<file path="src/rtl/instr_mem_loader.sv">
// Byte-stream loader for instruction memory: packs 4 bytes MSB-first into a word per write.
// Optional trailing XOR checksum verification when CHECKSUM_EN is defined.
`timescale 1ns/1ps

module instr_mem_loader #(
    parameter int unsigned NUM_INSTR = 3,
    parameter int unsigned IDX_W     = 8
) (
    input  logic        clk,
    input  logic        rst_n,
    input  logic        start,
    input  logic        in_valid,
    input  logic [7:0]  in_data,
    output logic        in_ready,
    output logic        mem_we,
    output logic [31:0] mem_addr,
    output logic [31:0] mem_wdata,
    output logic        busy,
    output logic        done,
    output logic        err
);

`ifdef CHECKSUM_EN
    typedef enum logic [1:0] {StIdle, StLoad, StCheck, StDone} state_e;
`else
    typedef enum logic [1:0] {StIdle, StLoad, StDone} state_e;
`endif

    localparam logic [IDX_W-1:0] LastIdx = IDX_W'(NUM_INSTR - 1);

    state_e           r_state, w_state_d;
    logic [23:0]      r_shift, w_shift_d;
    logic [1:0]       r_byte_cnt, w_byte_cnt_d;
    logic [IDX_W-1:0] r_word_idx, w_word_idx_d;
    logic             r_mem_we, w_mem_we_d;
    logic [31:0]      r_mem_addr, w_mem_addr_d;
    logic [31:0]      r_mem_wdata, w_mem_wdata_d;
    logic             w_xfer;
    logic [31:0]      w_word;

`ifdef CHECKSUM_EN
    logic [31:0]      r_checksum, w_checksum_d;
    logic             r_err, w_err_d;
`endif

    // Word completes combinationally on the 4th byte so the write lands next cycle.
    assign w_word = {r_shift, in_data};
    assign w_xfer = in_valid & in_ready;

    always_comb begin
        w_state_d     = r_state;
        w_shift_d     = r_shift;
        w_byte_cnt_d  = r_byte_cnt;
        w_word_idx_d  = r_word_idx;
        w_mem_we_d    = 1'b0;
        w_mem_addr_d  = r_mem_addr;
        w_mem_wdata_d = r_mem_wdata;
`ifdef CHECKSUM_EN
        w_checksum_d  = r_checksum;
        w_err_d       = r_err;
`endif
        unique case (r_state)
            StIdle, StDone: begin
                if (start) begin
                    w_state_d    = StLoad;
                    w_byte_cnt_d = 2'd0;
                    w_word_idx_d = '0;
`ifdef CHECKSUM_EN
                    w_checksum_d = 32'd0;
                    w_err_d      = 1'b0;
`endif
                end
            end
            StLoad: begin
                if (w_xfer) begin
                    w_shift_d    = w_word[23:0];
                    w_byte_cnt_d = r_byte_cnt + 2'd1;
                    if (r_byte_cnt == 2'd3) begin
                        w_mem_we_d    = 1'b1;
                        w_mem_addr_d  = 32'({r_word_idx, 2'b00});
                        w_mem_wdata_d = w_word;
                        w_word_idx_d  = r_word_idx + 1'b1;
`ifdef CHECKSUM_EN
                        w_checksum_d  = r_checksum ^ w_word;
                        if (r_word_idx == LastIdx) w_state_d = StCheck;
`else
                        if (r_word_idx == LastIdx) w_state_d = StDone;
`endif
                    end
                end
            end
`ifdef CHECKSUM_EN
            StCheck: begin
                if (w_xfer) begin
                    w_shift_d    = w_word[23:0];
                    w_byte_cnt_d = r_byte_cnt + 2'd1;
                    if (r_byte_cnt == 2'd3) begin
                        w_err_d   = (w_word != r_checksum);
                        w_state_d = StDone;
                    end
                end
            end
`endif
            default: w_state_d = StIdle;
        endcase
    end

    always_ff @(posedge clk or negedge rst_n) begin
        if (!rst_n) begin
            r_state     <= StIdle;
            r_shift     <= 24'd0;
            r_byte_cnt  <= 2'd0;
            r_word_idx  <= '0;
            r_mem_we    <= 1'b0;
            r_mem_addr  <= 32'd0;
            r_mem_wdata <= 32'd0;
        end else begin
            r_state     <= w_state_d;
            r_shift     <= w_shift_d;
            r_byte_cnt  <= w_byte_cnt_d;
            r_word_idx  <= w_word_idx_d;
            r_mem_we    <= w_mem_we_d;
            r_mem_addr  <= w_mem_addr_d;
            r_mem_wdata <= w_mem_wdata_d;
        end
    end

`ifdef CHECKSUM_EN
    always_ff @(posedge clk or negedge rst_n) begin
        if (!rst_n) begin
            r_checksum <= 32'd0;
            r_err      <= 1'b0;
        end else begin
            r_checksum <= w_checksum_d;
            r_err      <= w_err_d;
        end
    end

    assign in_ready = (r_state == StLoad) || (r_state == StCheck);
    assign err      = r_err;
`else
    assign in_ready = (r_state == StLoad);
    assign err      = 1'b0;
`endif

    assign busy      = in_ready;
    assign done      = (r_state == StDone);
    assign mem_we    = r_mem_we;
    assign mem_addr  = r_mem_addr;
    assign mem_wdata = r_mem_wdata;

endmodule

</file>
<file path="config.mk">
export PLATFORM = sky130hd
export DESIGN_NAME = instr_mem_loader
export DESIGN_NICKNAME = d
export VERILOG_FILES = /design/src/rtl/instr_mem_loader.sv
export SDC_FILE = /design/constraint.sdc
export NUM_CORES = 1
export LEC_CHECK = 0
export CELL_PAD_IN_SITES_DETAIL_PLACEMENT = 1
export CELL_PAD_IN_SITES_GLOBAL_PLACEMENT = 2
export CORE_MARGIN = 1.5
export CORE_UTILIZATION = 30
export CTS_CLUSTER_SIZE = 25
export DETAILED_ROUTE_END_ITERATION = 12
export PLACE_DENSITY = 0.88
export SLEW_MARGIN = 20
export SYNTH_ARGS = -nofsm -noshare
export SYNTH_HDL_FRONTEND = slang
export SYNTH_SLANG_ARGS = --single-unit
export TNS_END_PERCENT = 30
</file>
<file path="constraint.sdc">
create_clock -name clk -period 2 [get_ports clk]
set_input_delay 0.2 -clock clk [delete_from_list [all_inputs] [get_ports clk]]
set_output_delay 0.2 -clock clk [all_outputs]
set_load 0.01 [all_outputs]
</file>
After elaboration in Yosys (flattened, before gate mapping)
Cells that the tools add are included.
Storage, ports and cells
  word-level logic and storage cells: 41
  input bits: 12
  flip-flop bits (word level): 77
Cells by class
  add/subtract/negate cells: 2
  bitwise gates (word level): 1
  reductions and logical operators: 8
  multiplexer cells: 15
  equality and inequality tests: 8
Operators with widths (count)
  2-to-1 mux 8 bit: 3
  one-hot mux 8 bit (2 select lines): 1
  2-to-1 mux 2 bit: 6
  adder 8 x 1 -> 8 bit (second input constant): 1
  equality test 8 x 2 -> 1 bit (second input constant): 1
  one-hot mux 2 bit (2 select lines): 2
  AND reduction 4 bit: 2
  inequality test 2 x 1 -> 1 bit (second input constant): 3
  AND reduction 3 bit: 2
  equality test 2 bit (second input constant): 2
  2-to-1 mux 1 bit: 3
  adder 2 x 1 -> 2 bit (second input constant): 1
  equality test 2 x 1 -> 1 bit (second input constant): 1
  logical NOT 2 bit: 1
  inequality test 2 bit (second input constant): 1
  AND reduction 2 bit: 1
  nonzero test 2 bit: 1
  OR reduction 2 bit: 1
  AND 1 bit: 1

Depth between registers and ports, before layout
  word-level depth: 5
  depth in mapped cells: 6

Worst setup path after synthesis
No wires, ideal clock.
  path type: reg2reg
  start: register r_byte_cnt[0]
  end: register r_mem_wdata[17] (netlist: mem_wdata[17])
  arrival: 1420 ps
  cell stages (with the launch flop): 7
  library setup time: 65 ps
  setup slack: 514 ps
  required time: 1935 ps
  period minus slack after synthesis: 1486 ps
  path through: dfrtp_1 -> ha_1 -> nand4b_4 -> clkbuf_1 -> clkbuf_1 -> nand2_1 -> nand2_1
On the way
  longest elaborated chain between the ends: 2
Ends and longest elaborated chain
  start: declaration: RTL line 33  | logic [1:0] r_byte_cnt, w_byte_cnt_d;
  start signal: assignment: RTL line 120  | r_byte_cnt <= w_byte_cnt_d;
  equality test 2 bit: RTL line 78  | if (r_byte_cnt == 2'd3) begin
  AND reduction 3 bit (no line)
  end signal: assignment: RTL line 124  | r_mem_wdata <= w_mem_wdata_d;
  end: declaration: RTL line 37  | logic [31:0] r_mem_wdata, w_mem_wdata_d;
No other way between the ends.
A chain may end at the register's enable or synchronous reset.

Final worst setup path
  start: register r_state[0]
  end: output done
On the way
  longest elaborated chain between the ends: 1
Ends and longest elaborated chain
  start: declaration: RTL line 31  | state_e r_state, w_state_d;
  start signal: assignment: RTL line 110  | r_state <= StIdle;
  start signal: assignment: RTL line 118  | r_state <= w_state_d;
  equality test 2 bit: RTL line 147  | assign done = (r_state == StDone);
  end: declaration: RTL line 19  | output logic done,
No other way between the ends.

==> metrics.csv <==
metric,value,unit
Post-synth ARST share,100.0,%
WL/cell,13.56,µm
DRT Wirelength,6955,µm
Worst VDD drop,0.4765,mV
iteration-0 DRC count of the detailed router,77,
HP Class,in2async,
Critical Path End,done,
number of CTS-inserted buffers,9,
power density over the cells,1371,nW/µm²
Avg Inst Size Synth,10.36,µm²
reg2reg path depth,5,
fill cell count,1182,
critical path type,reg2out,
Top Ports,81,
r2r startpoint,r_byte_cnt[1],
core area,10370,µm²
type of origin of the critical path,flop,
Routed Antenna Nets,0,
Final setup violation count,0,
synth warn,0,
DR vias,2241,
fraction of layout cells with a size suffix above 1,13.00,%
largest net degree at the start of global routing,31,
vias in the first global route,2272,
RSZ-0062 raised after global routing,false,
Root Buffer,clkbuf_8,
Crit path required time,1800,ps
routability cong.,0.7386,
Starting Density,31.07,%
H-tree levels,3,
TNS Setup,0,ps
Layout area overhead,26.17,%
clk_lat worst skew,350,ps
FF-to-FF setup slack,380,ps
global-route wire length before repair,11620,µm
Multi-input gate area,1115,µm²
"Seq/Total Area, Yosys",59.81,%
crit path capture type,primary output,
Arrival @ worst endpoint,1560,ps
PortBufs,55,
Cells after Synth,311,
Logic pwr share,33.3,%
nets,387,
Hold WS,316.0,ps
Final Power,5573,µW
P_sw,1778,µW
Setup Buffers After CTS,0,
final number of hold-violating endpoints,0,
Leak Pwr,0.001956,µW
residual DRC count,0,
internal power,3795,µW
die area,11370,µm²
reg-to-reg endpoint,r_word_idx[2],
critical path peak fanout,6,
Synth cell types,25,
drt pass-1 iters,4,
"Reg clk slew, reported paths",80,ps
share of power burned in registers,45.9,%
total gr overflow,0,
CP Launch Point,r_state[0],
clk sink count,77,
PostCTS Resize Cnt,0,
Max Fclk,0.5675,GHz
switching share of total power,31.91,%
sequential standard cell area,1927,µm²
dpl hpwl,4910,µm
Main synth FF type,dfrtp_1,
CTS tree,yes,
Longest Clk Path Bufs,2,
Post-synth EDFFs,0,
die width,106.6,µm
outcome,"complete, no violations",
Final Skew,11.42,ps
clock period minus worst slack,1762,ps
synthesized area,3222,µm²
Die Y,106.6,µm
Via density,4.368,
GRT Total Usage,13.31,%
fin crit share,88.10,%
diode count,0,
"flops & latches, synth",77,
clock share of power,20.8,%
standard-cell rows,37,
Max Cap Violations,0,
number of hold-repair buffers added at the cts stage,1,
max-slew violations,0,
antenna violations before repair,0,
[cell type report]
class,count,area share [%]
clock buffer,12,3.570
multi-input combinational,213,27.42
sequential,77,47.40
tap,136,4.186
clock inverter,4,1.170
timing repair buffer,65,15.70
inverter,6,0.5540
[synthesized netlist by cell type, drive strengths merged (3+ instances only)]
cell      n  share of area, %
o21ai     8               1.2
mux2     24               8.4
nand3     6              0.93
buf      29               6.5
clkbuf   10               1.2
nand2   122                14
inv       6              0.70
ha        3               1.2
nand2b    3              0.58
dfrtp    77                60
a21oi     4              0.62
or3       3              0.58
[placed cells by master (no fill, tap or decap), types with 2 or more instances in the layout]
cell / n
mux2i_1: 2
clkbuf_8: 10
nand3_1: 6
o21ai_0: 8
nand2_1: 122
nand2b_1: 3
ha_1: 3
inv_1: 6
clkdlybuf4s50_1: 54
or3_1: 3
clkinv_2: 2
dfrtp_1: 77
o31ai_1: 2
clkbuf_1: 2
mux2_2: 24
or4_1: 2
conb_1: 25
buf_4: 9
nor4_1: 2
a21oi_1: 4
[power groups by stage]
stage / Clock (µW) / Sequential [µW] / Combinational [µW]
detailed placement: 0 / 2600 / 1890
finish: 1160 / 2560 / 1860
floorplan: 0 / 2640 / 844
CTS: 1200 / 2570 / 1900
global route: 1270 / 2640 / 2060
global placement: 0 / 2580 / 1830
[routing by layer]
layer | wire length [µm] | part of all wire (%) | up-vias | global-route usage [%]
li1 | - | - | 1075 | -
met1 | 3324 | 48 | 1098 | 17.99
met2 | 3232 | 46 | 59 | 20.42
met3 | 257 | 3.7 | 9 | 2.614
met4 | 141 | 2.0 | 0 | 6.571
met5 | 0 | 0 | - | 0
[worst max-delay path, cell delays in order (launching register included)]
cell and delay (ps):
dfrtp_1 460, nor2b_1 190, clkdlybuf4s50_1 570
[per-stage QoR]
step                      std cells  setup WS [ps]  utilization [%]  cell area (µm²)
after floorplan                 335          514.4                -             3312
after global placement          496          280.8            37.25             3862
after detailed placement        496          243.5            37.25             3862
after CTS                       513          216.3            39.20             4065
after global routing            513          154.6            39.20             4065
final                           513          238.0            39.20             4065
[cell families (layout without fill, tap and decap cells)]
group	after synthesis	count (layout)	share of synthesized area [%]
AOI/OAI and AO/OA	15	15	2.602
buffers and inverters	45	87	8.388
and+or+nand+nor	144	144	18.91
DFF	77	77	59.81
adders and majority gates	3	3	1.165
other	1	25	0.1164
muxes	26	26	9.010
[worst min path at each step]
stage,start,to,slack [ps],depth (start not counted)
2_1_floorplan,rst_n,mem_addr[2],-100,0
3_3_place_gp,rst_n,r_word_idx[7],150,1
3_5_place_dp,rst_n,r_word_idx[7],160,1
4_1_cts,rst_n,r_byte_cnt[1],310,2
5_1_grt,rst_n,mem_addr[9],360,2
6_report,rst_n,mem_addr[9],320,2
[registers in the layout, summed over array words and instances (netlist names)]
name and flops:
r_state 2, r_byte_cnt 2, r_word_idx 8, mem_addr 8, r_shift 24, mem_wdata 32, mem_we 1
No activity file was read; power rests on OpenSTA's default activity.
